File: src/rtl/apb_pkg.sv
// ---------------------------------------------------------------------------
// apb_pkg : shared state/error encodings for the multi-slave APB master
// Revision: 1.0
// ---------------------------------------------------------------------------
`default_nettype none

package apb_pkg;

  typedef enum logic [1:0] {
    IDLE   = 2'd0,
    SETUP  = 2'd1,
    ACCESS = 2'd2,
    RESP   = 2'd3
  } apb_state_e;

  typedef enum logic [1:0] {
    ERR_OKAY    = 2'b00,
    ERR_SLV     = 2'b01,
    ERR_DEC     = 2'b10,
    ERR_TIMEOUT = 2'b11
  } apb_err_e;

  // Slave-index field width; a single slave still gets one decode bit.
  function automatic int sel_width(input int num_slv);
    return (num_slv > 1) ? $clog2(num_slv) : 1;
  endfunction

endpackage

`default_nettype wire

File: src/rtl/apb_addr_decode.sv
// ---------------------------------------------------------------------------
// apb_addr_decode : upper address bits -> one-hot slave select + decode error
// Revision: 1.0
// ---------------------------------------------------------------------------
`default_nettype none

module apb_addr_decode
  import apb_pkg::*;
#(
  parameter int ADDR_W  = 16,
  parameter int NUM_SLV = 4
) (
  input  logic [ADDR_W-1:0]  addr,
  output logic [NUM_SLV-1:0] sel,
  output logic               dec_err
);

  localparam int SEL_W = sel_width(NUM_SLV);

  logic [SEL_W-1:0] idx;

  assign idx = addr[ADDR_W-1 -: SEL_W];

  // Indices past the last slave match nothing and flag a decode error.
  always_comb begin
    sel     = '0;
    dec_err = 1'b1;
    for (int k = 0; k < NUM_SLV; k++) begin
      if (idx == SEL_W'(k)) begin
        sel[k]  = 1'b1;
        dec_err = 1'b0;
      end
    end
  end

endmodule

`default_nettype wire

File: src/rtl/apb_master_nsel.sv
// ---------------------------------------------------------------------------
// apb_master_nsel : valid/ready command port to APB3/APB4 bridge, NUM_SLV slaves
// Revision: 1.0
// ---------------------------------------------------------------------------
`default_nettype none

module apb_master_nsel
  import apb_pkg::*;
#(
  parameter int ADDR_W  = 16,
  parameter int DATA_W  = 32,
  parameter int NUM_SLV = 4,
  parameter int TIMEOUT = 16
) (
  input  logic                      pclk,
  input  logic                      preset_n,
  input  logic                      cmd_valid_i,
  output logic                      cmd_ready_o,
  input  logic                      cmd_write_i,
  input  logic [ADDR_W-1:0]         cmd_addr_i,
  input  logic [DATA_W-1:0]         cmd_wdata_i,
  input  logic [DATA_W/8-1:0]       cmd_strb_i,
  output logic                      rsp_valid_o,
  output logic [DATA_W-1:0]         rsp_rdata_o,
  output logic [1:0]                rsp_err_o,
  output logic [ADDR_W-1:0]         paddr_o,
  output logic [NUM_SLV-1:0]        psel_o,
  output logic                      penable_o,
  output logic                      pwrite_o,
  output logic [DATA_W-1:0]         pwdata_o,
  output logic [DATA_W/8-1:0]       pstrb_o,
  input  logic [NUM_SLV-1:0]        pready_i,
  input  logic [NUM_SLV*DATA_W-1:0] prdata_i,
  input  logic [NUM_SLV-1:0]        pslverr_i
);

  localparam int STRB_W = DATA_W / 8;
  localparam int CNT_W  = (TIMEOUT > 0) ? $clog2(TIMEOUT + 1) : 1;
  localparam logic [CNT_W-1:0] CNT_LAST = CNT_W'((TIMEOUT > 0) ? TIMEOUT - 1 : 0);

  localparam logic [1:0] ST_IDLE   = IDLE;
  localparam logic [1:0] ST_SETUP  = SETUP;
  localparam logic [1:0] ST_ACCESS = ACCESS;
  localparam logic [1:0] ST_RESP   = RESP;

  logic [1:0]         state;
  logic [ADDR_W-1:0]  addr_q;
  logic [DATA_W-1:0]  wdata_q;
  logic [STRB_W-1:0]  strb_q;
  logic               write_q;
  logic [NUM_SLV-1:0] sel_q;
  logic [DATA_W-1:0]  rdata_q;
  logic [1:0]         err_q;
  logic [CNT_W-1:0]   cnt;

  logic [NUM_SLV-1:0] dec_sel;
  logic               dec_err;
  logic               sel_ready;
  logic               sel_err;
  logic [DATA_W-1:0]  sel_rdata;
  logic               active;
  logic               in_resp;

  apb_addr_decode #(
    .ADDR_W  (ADDR_W),
    .NUM_SLV (NUM_SLV)
  ) u_decode (
    .addr    (cmd_addr_i),
    .sel     (dec_sel),
    .dec_err (dec_err)
  );

  // AND-OR mux on the latched one-hot select: unselected slaves contribute nothing.
  always_comb begin
    sel_ready = 1'b0;
    sel_err   = 1'b0;
    sel_rdata = '0;
    for (int k = 0; k < NUM_SLV; k++) begin
      sel_ready = sel_ready | (pready_i[k]  & sel_q[k]);
      sel_err   = sel_err   | (pslverr_i[k] & sel_q[k]);
      sel_rdata = sel_rdata | (prdata_i[k*DATA_W +: DATA_W] & {DATA_W{sel_q[k]}});
    end
  end

  always_ff @(posedge pclk or negedge preset_n) begin
    if (!preset_n) begin
      state   <= ST_IDLE;
      addr_q  <= '0;
      wdata_q <= '0;
      strb_q  <= '0;
      write_q <= 1'b0;
      sel_q   <= '0;
      rdata_q <= '0;
      err_q   <= ERR_OKAY;
      cnt     <= '0;
    end else begin
      case (state)
        ST_IDLE: begin
          if (cmd_valid_i) begin
            addr_q  <= cmd_addr_i;
            wdata_q <= cmd_wdata_i;
            strb_q  <= cmd_strb_i;
            write_q <= cmd_write_i;
            sel_q   <= dec_sel;
            rdata_q <= '0;
            cnt     <= '0;
            if (dec_err) begin
              err_q <= ERR_DEC;
              state <= ST_RESP;
            end else begin
              err_q <= ERR_OKAY;
              state <= ST_SETUP;
            end
          end
        end
        ST_SETUP: begin
          state <= ST_ACCESS;
        end
        ST_ACCESS: begin
          // A ready in the final allowed cycle beats the timeout.
          if (sel_ready) begin
            rdata_q <= (write_q || sel_err) ? '0 : sel_rdata;
            err_q   <= sel_err ? ERR_SLV : ERR_OKAY;
            state   <= ST_RESP;
          end else if (TIMEOUT > 0) begin
            if (cnt == CNT_LAST) begin
              rdata_q <= '0;
              err_q   <= ERR_TIMEOUT;
              state   <= ST_RESP;
            end else begin
              cnt <= cnt + 1'b1;
            end
          end
        end
        default: begin
          state <= ST_IDLE;
        end
      endcase
    end
  end

  assign active  = (state == ST_SETUP) || (state == ST_ACCESS);
  assign in_resp = (state == ST_RESP);

  assign cmd_ready_o = (state == ST_IDLE);
  assign psel_o      = active ? sel_q : '0;
  assign penable_o   = (state == ST_ACCESS);
  assign pwrite_o    = active & write_q;
  assign paddr_o     = addr_q;
  assign pwdata_o    = wdata_q;
  assign pstrb_o     = (active && write_q) ? strb_q : '0;
  assign rsp_valid_o = in_resp;
  assign rsp_rdata_o = in_resp ? rdata_q : '0;
  assign rsp_err_o   = in_resp ? err_q : 2'b00;

endmodule

`default_nettype wire
File: config.mk
export PLATFORM = sky130hd
export DESIGN_NAME = apb_master_nsel
export DESIGN_NICKNAME = d
export VERILOG_FILES = /design/src/rtl/apb_pkg.sv /design/src/rtl/apb_addr_decode.sv /design/src/rtl/apb_master_nsel.sv
export SDC_FILE = /design/constraint.sdc
export NUM_CORES = 1
export LEC_CHECK = 0
export CORE_UTILIZATION = 30
export DETAILED_ROUTE_END_ITERATION = 6
export MAX_ROUTING_LAYER = met4
export PLACE_DENSITY = 0.77
export SYNTH_ARGS = -nofsm -noshare
export SYNTH_HDL_FRONTEND = slang
export SYNTH_HIERARCHICAL = 1
export SYNTH_SLANG_ARGS = --single-unit
File: constraint.sdc
create_clock -name pclk -period 2.85 [get_ports pclk]
set_input_delay 0.4275 -clock pclk [delete_from_list [all_inputs] [get_ports pclk]]
set_output_delay 0.4275 -clock pclk [all_outputs]
set_load 0.01 [all_outputs]
-- After elaboration in Yosys (flattened, before gate mapping)
Index checks and enable logic that the tools add are counted.
- register bits after elaboration: 98
- bits of input ports: 192
- output and inout port bits: 94
- logic and storage cells: 84
- add/subtract/negate cells: 1
- equality and inequality tests: 11
- multiplexer cells: 31
- bitwise logic cells: 22
- reduce and logical (&&, ||, !) cells: 10
- operators with widths (cell ; count):
    32-bit 2-to-1 mux ; 5
    32-bit bitwise AND ; 4
    32-bit bitwise OR ; 3
    32-bit case mux with 2 select lines ; 1
    2-bit 2-to-1 mux ; 8
    5-bit 2-to-1 mux ; 3
    5-bit case mux with 2 select lines ; 1
    1-bit bitwise AND ; 9
    1-bit 2-to-1 mux ; 9
    2-bit == test, second input constant ; 4
    4-bit 2-to-1 mux ; 2
    2-bit inequality test, second input constant ; 3
    1-bit bitwise OR ; 6
    2-bit case mux with 3 select lines ; 1
    5-bit by 1-bit adder with 5-bit output, second input constant ; 1
    5-bit by 4-bit == test with 1-bit output, second input constant ; 1
    2-bit by 1-bit == test with 1-bit output, second input constant ; 2
    2-bit zero test ; 2
    2-bit case mux with 2 select lines ; 1
    2-bit AND reduction ; 2
    4-bit AND reduction ; 1
    3-bit by 1-bit inequality test with 1-bit output, second input constant ; 1
    3-bit AND reduction ; 1
    1-bit logical OR ; 2
    2 further kinds ; 2

-- Longest topological paths before layout
- depth in word-level cells: 8
- depth in mapped cells: 9
- depth with buffers taken out: 7

-- Modules after synthesis
The synthesis kept the hierarchy.
- by module, submodules not included (module ; times used ; cells an instance ; area each (um^2)):
    apb_master_nsel ; 1 ; 430 ; 5103.6
    apb_addr_decode ; 1 ; 6 ; 37.5

-- Worst setup path before layout
Ideal clock, no wire load.
- kind: register to register
- from: reg cnt[0]
- to: reg rdata_q[0]
- setup time: 92 ps
- arrival time: 1903 ps
- data required time: 2758 ps
- path slack: 855 ps
- cell stages (with the launch flop): 10
- buffers on the path: 2
- path through: dfrtp_1 > ha_1 > and3_1 > ha_1 > nand2b_1 > o31ai_4 > buf_4 > buf_2 > nand2_1 > o31ai_2
- longest elaborated chain between the ends: 3
- ends and longest elaborated chain (what ; line ; RTL):
    start: declaration ; apb_master_nsel.sv:54 ; logic [CNT_W-1:0] cnt;
    start signal: assignment ; apb_master_nsel.sv:131 ; cnt <= cnt + 1'b1;
    5-bit by 4-bit == test with 1-bit output ; apb_master_nsel.sv:126 ; if (cnt == CNT_LAST) begin
    3-bit by 1-bit inequality test with 1-bit output (no line) ; - ;
    3-bit AND reduction (no line) ; - ;
    end signal: assignment ; apb_master_nsel.sv:122 ; rdata_q <= (write_q || sel_err) ? '0 : sel_rdata;
    end: declaration ; apb_master_nsel.sv:52 ; logic [DATA_W-1:0] rdata_q;
No other way between the ends.
A chain may end at the register's enable or synchronous reset.

-- Worst setup path in the final report
- from: reg state[0]
- to: out pstrb_o[0]
- longest elaborated chain between the ends: 4
- ends and longest elaborated chain (what ; line ; RTL):
    start: declaration ; apb_master_nsel.sv:46 ; logic [1:0] state;
    start signal: assignment ; apb_master_nsel.sv:87 ; state <= ST_IDLE;
    start signal: assignment ; apb_master_nsel.sv:109 ; state <= ST_RESP;
    start signal: assignment ; apb_master_nsel.sv:112 ; state <= ST_SETUP;
    2-bit by 1-bit == test with 1-bit output or 2-bit == test (tied branches) ; apb_master_nsel.sv:142 ; assign active = (state == ST_SETUP) || (state == ST_ACCESS);
    1-bit logical OR * ; apb_master_nsel.sv:142 ;
    1-bit logical AND * ; apb_master_nsel.sv:151 ; assign pstrb_o = (active && write_q) ? strb_q : '0;
    4-bit 2-to-1 mux * ; apb_master_nsel.sv:151 ;
    end: declaration ; apb_master_nsel.sv:31 ; output logic [DATA_W/8-1:0] pstrb_o,
Mark *: on every way between the ends. The rest lies on a longest branch, timed or not.

==> run summary <==
The flow ran to the end, and the final reports show no timing, DRC or antenna violations. The signal on the critical path passes through inv_1 > ha_1 > and3_1 > clkdlybuf4s50_1. The cell count of the worst reg-to-reg path is 8.

For this block, the routed nets add up to 16.2 mm of wire. Summing all placed instances gives a cell area of 8190 um2. In this run the deepest clock path goes through 2 buffers. The data required time at the worst endpoint is 2.42 ns, and the total congestion overflow after global routing is 0.

Along the worst path, the maximum fanout reaches 10. The net switching power of the design is 2840 uW, and the worst vdd rail ir drop is 0.000486 V. Initial antenna violation count: 0. The internal portion of total power came out at 4620 uW. The final HPWL from detailed placement was 12.1 mm; the initial standard-cell utilization of the core was 30.9%. The clock arrives with 0.00835 ns of skew. The vias per cell was 4.93; the hold-fix buffer count after cts was 0. Clock-pin slew was measured on the worst setup and hold paths at 0.07 ns. After routing, the total negative slack on setup checks comes to 0 ns. Max-cap check violation count: 0. Number of routed nets with antenna violations: 0.

For the number of inserted diodes, the log shows 0. The tools report the insertion delay of the later-clocked pin in the worst-skew pair as 0.34 ns. The die is 133 um tall. The number of setup buffers added after CTS was 0; the final-report hold violation count was 0. Data arrives at the worst endpoint at 2.14 ns. The kind of launch point of the worst setup path is a flop. The first routing iteration left 117 violations. All-layer global routing usage: 18.9%. Sorting the synthesized cells by area gives the leading types as sky130_fd_sc_hd__dfrtp_1, sky130_fd_sc_hd__mux2_2, sky130_fd_sc_hd__o31ai_2, sky130_fd_sc_hd__a221oi_1, sky130_fd_sc_hd__a22o_1. The tree built by TritonCTS fans out to 98 sinks. The synthesized netlist contains 43 unique library cells.

The area added between synthesis and finish was 64.8%. In this run, placement finished with an instance count of 913. The critical path is of the reg2out type. The number of clock buffers added by TritonCTS is 9.

Summing the sequential cell areas from Yosys gives 47.7% of the chip area. In this run the register-to-register setup slack is 0.65 ns. CTS placed an instance of sky130_fd_sc_hd__clkbuf_16 at the clock tree root. The synthesized design devotes to its leading area cell type 47.7% of total area. Synthesis produced a netlist whose cell count is 436. For the pin with the worst max-slew slack, the measured transition is 0.740 ns.

For the number of nets in the layout, the log shows 901. TritonCTS built the clock tree. The worst setup path is captured at an output pin. Each instance of the synthesized netlist takes up on average 11.8 um2. The pre-antenna-repair detailed-routing pass consisted of 4 iterations.

The first global-routing pass estimated 25.1 mm of wire. The H-tree generated during clock tree synthesis spans 3 levels. The slowest stage of the critical path belongs to the cell sky130_fd_sc_hd__clkdlybuf4s50_1. Based on the critical path, the design can be clocked at up to 390 MHz. The floorplan step set the die width to 133 um. The relative contribution of sequential cells to total power was 30.4%. The count of endpoints failing setup in the final report is 0, and the share of the core filled with cells in the final layout is 50.9%.

After layout, the design draws a total of 7460 uW. The area enclosed by the die boundary was 17,700 um2; the count of non-filler cells in the finished layout was 929. The final count of pins violating max slew is 0.

For the number of global-route vias before repair, the log shows 4,635. The largest total area in the synthesized netlist belongs to sky130_fd_sc_hd__dfrtp_1. The post-route DRC violation count came out at 0.

The routed design could run at a clock period as short as 2.57 ns. Post-route clock period utilization: 90.0%. Yosys instantiated no cell more often than sky130_fd_sc_hd__dfrtp_1. The area taken by flip-flops and latches is 2450 um2, and the routed length per placed instance is 17.5 um. Power density of the placed cells: 881 nW/um2.

The kind of cell adding the most delay to the critical path is buffers and inverters. The mapped cell area came out at 5140 um2. The run gives 1,540 as the number of fillers in the final layout. Setup repair after global routing left no endpoint under its margin. After routing the design area is 8470 um2.

For this design the static power due to leakage is 0.00342 uW. The congestion estimate from routability-driven global placement came to 0.794. Summing all multi-input logic gate instances after layout gives 2460 um2. Among all flip-flop cells after synthesis, the most frequent one is sky130_fd_sc_hd__dfrtp_1. In this run the critical register-to-register path is captured at rdata_q[13]$_DFFE_PN0P_. The final route contains 4,584 vias. The run gives 50.7% as the worst max-slew margin expressed relative to the limit. The startpoint identified for the worst register-to-register timing path is cnt[0]$_DFFE_PN0P_.

The fraction of final layout cells sized beyond drive strength 1 works out to 17.8%. The commonest cells after synthesis are sky130_fd_sc_hd__dfrtp_1, sky130_fd_sc_hd__mux2_2, sky130_fd_sc_hd__nand2_1. For this run, the slowest stage of the critical path takes 0.54 ns.

The share of async-settable or async-resettable flops after synthesis is 100%, and the yosys synthesis warning count is 6. Yosys mapped a number of flops with a built-in enable equal to 0. Of the total power, combinational logic draws 53.9%. The kind of path behind the tightest hold check was in2async. The total area inside the core boundary comes to 16,600 um2.

The flip-flop and latch count after synthesis is 98. The logs give 15.7% for the clock share of power and 633 for the synthesized net count. Net switching is 38.0% of the power.

The critical path contains buffers and inverters numbering 2 combined. For the quantity of gates resized following cts, the log shows 0. 286 I/O pins were placed.

Entering global routing, the biggest net connects 67 pins. The count of buffers added on input and output ports is 285. In this run the core area contains 47 standard-cell rows.
-- power groups by stage --
stage / clock, uW / combinational [uW] / sequential, uW
2_1_floorplan: 0 / 2190 / 2350
3_3_place_gp: 0 / 4040 / 2270
3_5_place_dp: 0 / 4080 / 2300
4_1_cts: 1220 / 4090 / 2280
5_1_grt: 1260 / 4340 / 2340
6_report: 1170 / 4020 / 2270
-- logic make-up after synthesis --
kind of cell,after synthesis,share of synthesized area (%)
compound gates,118,22.3
simple gates,110,11.3
flops,98,47.7
mux,59,12.9
buf+inv,45,4.50
fa+ha+maj,5,1.22
other cells,1,0.0729
-- cell type report --
type	instances	area share, %
clock buffer	11	2.87
inverter	4	0.177
sequential	98	29.0
timing repair buffer	298	35.2
multi-input combinational	293	29.1
tap	220	3.25
clock inverter	5	0.458
-- sequential cells by signal, summed over array words and instances (netlist names) --
| register | flops |
|---|---|
| err_q | 2 |
| state | 2 |
| write_q | 1 |
| rdata_q | 32 |
| paddr_o | 16 |
| cnt | 5 |
| sel_q | 4 |
| strb_q | 4 |
| pwdata_o | 32 |
-- worst max-delay path by stage --
stage	startpoint	to	slack, ns	depth (start not counted)
CTS	state[0]$_DFFE_PN0P_	pstrb_o[0]	0.22	4
global route	state[0]$_DFFE_PN0P_	pstrb_o[0]	0.16	4
finish	state[0]$_DFFE_PN0P_	pstrb_o[0]	0.28	4
floorplan	cnt[0]$_DFFE_PN0P_	rdata_q[0]$_DFFE_PN0P_	0.86	9
detailed placement	pready_i[2]	rdata_q[15]$_DFFE_PN0P_	0.52	6
global placement	pready_i[0]	rdata_q[14]$_DFFE_PN0P_	0.56	6
-- routing by layer --
layer	GRT usage (%)	routed length, um
met1	22.5	6820
met2	31.9	8100
met3	4.18	1180
met4	5.11	152
met5	-	0
-- per-stage QoR --
stage               worst slack (ns)  hold WS, ns
global placement               0.561        0.453
floorplan                      0.855        0.132
global route                   0.161        0.208
detailed placement             0.524        0.464
CTS                            0.225        0.170
finish                         0.284        0.151
-- cell usage in the layout, fill, tap and decap left out, drive strengths merged --
cell type,instances
or4b,1
o31ai,35
nand2b,2
o211ai,1
clkinvlp,1
or3,2
o21ai,5
a21oi,3
nand2,45
o311ai,2
o221ai,1
nand4b,1
clkdlybuf4s50,284
nor3,3
inv,5
clkinv,3
and2,40
a221oi,32
and4,1
a22o,34
and3,5
dfrtp,98
a22oi,2
a221o,1
nand3b,1
nor2b,2
clkbuf,11
a41oi,1
conb,1
nand4,1
nand3,1
ha,5
buf,14
and2b,1
nor4bb,1
mux2i,1
nor2,3
mux2,58
a21o,1
Note: power is estimated with default switching activity, not from simulation.
